--- config.mk ---
export PLATFORM = sky130hd
export DESIGN_NAME = mem_access_responder
export DESIGN_NICKNAME = d
export VERILOG_FILES = /design/src/rtl/mem_pkg.sv /design/src/rtl/mem_lane_unit.sv /design/src/rtl/mem_access_responder.sv
export SDC_FILE = /design/constraint.sdc
export NUM_CORES = 1
export LEC_CHECK = 0
export ABC_CLOCK_PERIOD_IN_PS = 3900
export BUFFER_PORTS_ARGS = -buffer_cell sky130_fd_sc_hd__buf_2
export CAP_MARGIN = 30
export CORE_MARGIN = 2
export CORE_UTILIZATION = 30
export DETAILED_ROUTE_END_ITERATION = 12
export GPL_ROUTABILITY_DRIVEN = 0
export PLACE_DENSITY = 0.56
export RECOVER_POWER = 25
export SYNTH_ARGS = -nofsm -noshare
export SYNTH_HDL_FRONTEND = slang
export SYNTH_SLANG_ARGS = --single-unit
--- constraint.sdc ---
create_clock -name clk -period 3.9 [get_ports clk]
set_input_delay 0.78 -clock clk [delete_from_list [all_inputs] [get_ports clk]]
set_output_delay 0.78 -clock clk [all_outputs]
set_load 0.01 [all_outputs]
--- src/rtl/mem_pkg.sv ---
// mem_pkg: size encodings, responder states and the alignment/size check shared by the memory access path
package mem_pkg;
  typedef enum logic [1:0] {SZ_BYTE = 2'b00, SZ_HALF = 2'b01, SZ_WORD = 2'b10, SZ_INV = 2'b11} size_t;
  typedef enum logic [1:0] {IDLE, READ, WRITE, RESP} state_t;
  function automatic logic is_misaligned(input size_t size, input logic [1:0] a);
    return size == SZ_INV || (size == SZ_HALF && a[0]) || (size == SZ_WORD && a != 2'b00);
  endfunction
endpackage

--- src/rtl/mem_lane_unit.sv ---
// mem_lane_unit: little-endian lane extract/extend (ldata) and store lane merge (mdata) from size, sgn, ofs, rdata, wdata
module mem_lane_unit
  import mem_pkg::*;
(
  input  size_t       size,
  input  logic        sgn,
  input  logic [1:0]  ofs,
  input  logic [31:0] rdata,
  input  logic [31:0] wdata,
  output logic [31:0] ldata,
  output logic [31:0] mdata
);
  logic [4:0] sh;
  logic [7:0] b;
  logic [15:0] h;
  logic [31:0] mask;
  always_comb begin
    sh = {ofs, 3'b000};
    b = 8'(rdata >> sh);
    h = ofs[1] ? rdata[31:16] : rdata[15:0];
    ldata = size == SZ_BYTE ? {{24{sgn & b[7]}}, b} : size == SZ_HALF ? {{16{sgn & h[15]}}, h} : rdata;
    mask = (size == SZ_BYTE ? 32'h0000_00ff : size == SZ_HALF ? 32'h0000_ffff : 32'hffff_ffff) << sh;
    mdata = (rdata & ~mask) | ((wdata << sh) & mask);
  end
endmodule

--- src/rtl/mem_access_responder.sv ---
// mem_access_responder: one-at-a-time load/store responder with alignment check and sub-word RMW; req_* in, rsp_* out, mem_* to word memory
module mem_access_responder
  import mem_pkg::*;
#(
  parameter int MEM_LAT = 1
) (
  input  logic        clk,
  input  logic        reset,
  input  logic        req_valid,
  output logic        req_ready,
  input  logic        req_write,
  input  logic [1:0]  req_size,
  input  logic        req_signed,
  input  logic [31:0] req_addr,
  input  logic [31:0] req_wdata,
  output logic        rsp_valid,
  input  logic        rsp_ready,
  output logic [31:0] rsp_data,
  output logic        rsp_err,
  output logic [31:0] mem_addr,
  output logic        mem_wr,
  output logic [31:0] mem_wdata,
  input  logic [31:0] mem_rdata
);
  localparam int CW = MEM_LAT > 1 ? $clog2(MEM_LAT) : 1;
  state_t state;
  size_t size;
  logic sgn, wr, err, wstore;
  logic [1:0] ofs;
  logic [CW-1:0] cnt;
  logic [31:0] ldata, mdata;
  assign req_ready = state == IDLE;
  assign err = is_misaligned(size_t'(req_size), req_addr[1:0]);
  assign wstore = req_write && req_size == SZ_WORD;
  mem_lane_unit lane (.size, .sgn, .ofs, .rdata(mem_rdata), .wdata(mem_wdata), .ldata, .mdata);
  always_ff @(posedge clk or negedge reset) begin
    if (!reset) begin
      state <= IDLE;
      size <= SZ_BYTE;
      sgn <= 1'b0;
      wr <= 1'b0;
      ofs <= '0;
      cnt <= '0;
      rsp_valid <= 1'b0;
      rsp_data <= '0;
      rsp_err <= 1'b0;
      mem_addr <= '0;
      mem_wr <= 1'b0;
      mem_wdata <= '0;
    end else begin
      case (state)
        IDLE: if (req_valid) begin
          size <= size_t'(req_size);
          sgn <= req_signed;
          wr <= req_write;
          ofs <= req_addr[1:0];
          cnt <= CW'(MEM_LAT - 1);
          rsp_data <= '0;
          rsp_err <= err;
          rsp_valid <= err;
          if (err) state <= RESP;
          else begin
            mem_addr <= {req_addr[31:2], 2'b00};
            mem_wdata <= req_wdata;
            mem_wr <= wstore;
            state <= wstore ? WRITE : READ;
          end
        end
        READ: if (cnt == '0) begin
          if (wr) begin
            mem_wdata <= mdata;
            mem_wr <= 1'b1;
            state <= WRITE;
          end else begin
            rsp_data <= ldata;
            rsp_valid <= 1'b1;
            state <= RESP;
          end
        end else cnt <= cnt - 1'b1;
        WRITE: begin
          mem_wr <= 1'b0;
          rsp_valid <= 1'b1;
          state <= RESP;
        end
        RESP: if (rsp_ready) begin
          rsp_valid <= 1'b0;
          state <= IDLE;
        end
      endcase
    end
  end
endmodule
==> impl_metrics.py <==
metrics = {
    "hold_path": {
        "hold_class": "input pin to asynchronous set/reset pin",
    },
    "logic_synthesis": {
        "yosysMostFrequentCell": "dfrtp_1",
        "synthCells": 548,
        "yosysUniqueCellTypes": 51,
        "synth.largest_area_cell": "dfrtp_1",
        "async_flop_share_pct": 100,
        "synth_top_area_share_pct": 45.1,
        "yosysWarnings": 0,
        "synth-seq-cells": 105,
        "synth_commonest_cells": "dfrtp_1 (105), nand2_1 (49), mux2_2 (48)",
        "synth_area_leaders": "dfrtp_1 (45%), mux2_2 (9.3%), a221o_1 (4.1%)",
        "syn-cell-area_mm2": 0.00582,
        "synth_seq_area_share_pct": 45.1,
        "synth_ff_type": "dfrtp_1",
        "synth_edf_count": 0,
        "syn_area_per_cell_um2": 10.6,
    },
    "worst_setup_path": {
        "start_kind": "input pin",
        "required_ns": 4.22,
        "end_kind": "asynchronous set/reset pin",
        "cp_max_fo": 66,
        "reg2reg_depth": 7,
        "crit_type": "input pin to asynchronous set/reset pin",
        "reg2reg_slack_ns": 1.09,
        "worstPathArrival_ns": 3.17,
        "worstSetupStartpoint": "reset",
        "r2r_start": "state[1]",
        "worstSetupEndpoint": "rsp_data[19]",
    },
    "die": {
        "floorplan.die_area_mm2": 0.0205,
        "chipHeight_um": 143,
        "initial_core_util_pct": 30.8,
        "die_x_um": 143,
        "rows": 50,
        "ioPinCount": 204,
        "coreArea_mm2": 0.0189,
    },
    "final_layout": {
        "seqCellArea_mm2": 0.00263,
        "n_antenna_cell": 0,
        "multi_input_area_mm2": 0.00291,
        "fin_util_pct": 38.8,
        "drive_above_1_share_pct": 40.6,
        "area_growth_pct": 25.9,
        "instances_no_fill": 985,
        "nFillCells": 1926,
        "nNetsFinal": 831,
    },
    "drt": {
        "drc": 0,
        "routed_via_density": 5.23,
        "wire_per_inst_um": 20.2,
        "routed_wl_mm": 19.9,
        "drtPass1Iterations": 5,
        "antenna_left": 0,
        "drt_iter0_markers": 304,
        "via_count": 5148,
    },
    "timing": {
        "max_clock_freq_mhz": 352,
        "post-route-period-util_pct": 72.9,
        "setup_tns_ns": 0,
        "rsz0062_at_grt": "false",
        "post-route-min-period_ns": 2.84,
        "holdWs_ns": 0.234,
        "hold_viol": 0,
        "setup_viol": 0,
        "tightest_slew_ns": 1.77,
        "finalClockSkew_ns": 0.0116,
        "maxSlewViolCount": 67,
        "relSlewSlack_pct": -18.0,
        "fin_ws_ns": 1.06,
    },
    "clock_network": {
        "cts_tree": "built",
        "insertion_delay_ns": 0.35,
        "ctsHtreeMaxLevel": 3,
        "root_buffer": "clkbuf_16",
        "clk_pin_slew_ns": 0.07,
        "hold_buffers": 0,
        "cts_sinks": 105,
        "cts_setup_buffers": 0,
        "post_cts_resized": 0,
        "clk_path_buf_depth": 2,
        "cts_inserted_buffers": 9,
    },
    "run": {
        "cap_violations": 1,
    },
    "placed_design": {
        "pre_cts_slack_ns": 1.01,
        "portBuffers": 201,
        "dp_cells": 967,
        "hpwl_mm": 14.5,
    },
    "outcome": {
        "violations": "max-capacitance violations, max-slew violations",
        "status": "complete, but fails checks",
    },
    "power": {
        "p_leak_nw": 3.42,
        "power_density_mw_per_mm2": 839,
        "peakVddDrop_uv": 353,
    },
    "global_routing": {
        "grt.total_usage_pct": 19.3,
        "grt_pass1_wl_mm": 30.0,
        "grt_max_degree": 70,
        "gr-total-overflow": 0,
        "grt_pass1_vias": 5126,
        "antenna_found_initial": 1,
    },
}
-- worst max-delay path, stage by stage --
cell      delay, ns
clkbuf_1       0.17
clkbuf_2       1.32
clkbuf_1       0.86
-- worst min-delay path by stage --
| stage | from | endpoint | slack, ns | cells past startpoint |
|---|---|---|---|---|
| after floorplan | reset | asynchronous set/reset pin | 0.48 | 0 |
| after global routing | reset | mem_addr[11] | 0.24 | 1 |
| after global placement | rsp_err | rsp_err | 0.48 | 2 |
| after detailed placement | rsp_err | rsp_err | 0.48 | 2 |
| after CTS | rsp_data[15] | rsp_data[15] | 0.50 | 2 |
| final | reset | mem_addr[11] | 0.23 | 1 |
-- where the power goes --
| group | leakage [nW] | internal (mW) | switching [mW] |
|---|---|---|---|
| Sequential | 1.29 | 1.55 | 0.456 |
| Combinational | 1.98 | 1.42 | 1.71 |
| Clock | 0.152 | 0.580 | 0.420 |
| Total | 3.42 | 3.56 | 2.59 |
-- kinds of logic after synthesis --
group	synth area share, %
muxes	15.5
buffers and inverters	5.07
AOI/OAI and AO/OA	21.1
adders and majority gates	1.29
other	0.0644
and+or+nand+nor	11.9
DFF	45.1
-- per-layer routing --
metal / global-route usage (%) / vias up / part of all wire, %
met5: 0 / - / 0.065
met4: 5.52 / 2 / 2.2
met3: 5.60 / 29 / 7.1
met2: 31.3 / 203 / 47
met1: 25.2 / 2514 / 43
li1: - / 2400 / -
-- stage by stage --
stage / instance area, µm² / power (mW)
2_1_floorplan: 5820 / 4.11
3_3_place_gp: 6980 / 5.10
3_5_place_dp: 6980 / 5.13
4_1_cts: 7300 / 6.15
5_1_grt: 7330 / 6.62
6_report: 7330 / 6.15
-- final cells by class --
cell class                 instances  share of cell area (%)
clock buffer                      11                    3.31
clock inverter                     4                    1.04
inverter                           4                   0.205
multi-input combinational        384                    39.7
sequential                       105                    35.9
tap                              260                    4.44
timing repair buffer             217                    15.4
-- cell usage in the layout (no fill, tap or decap), drive strengths merged, types with 9 or more instances in the layout --
cell | Yosys | routed
nor2 | 11 | 11
nand3 | 15 | 15
nand2b | 19 | 19
clkbuf | 25 | 14
buf | 31 | 214
a21oi | 26 | 26
nand2 | 49 | 49
o21ai | 23 | 23
a221o | 24 | 24
dfrtp | 105 | 105
nand3b | 9 | 9
a31oi | 26 | 26
a211oi | 9 | 9
mux2i | 18 | 18
or3 | 9 | 9
mux2 | 48 | 48
a22o | 14 | 14
No activity file was read; power rests on OpenSTA's default activity.
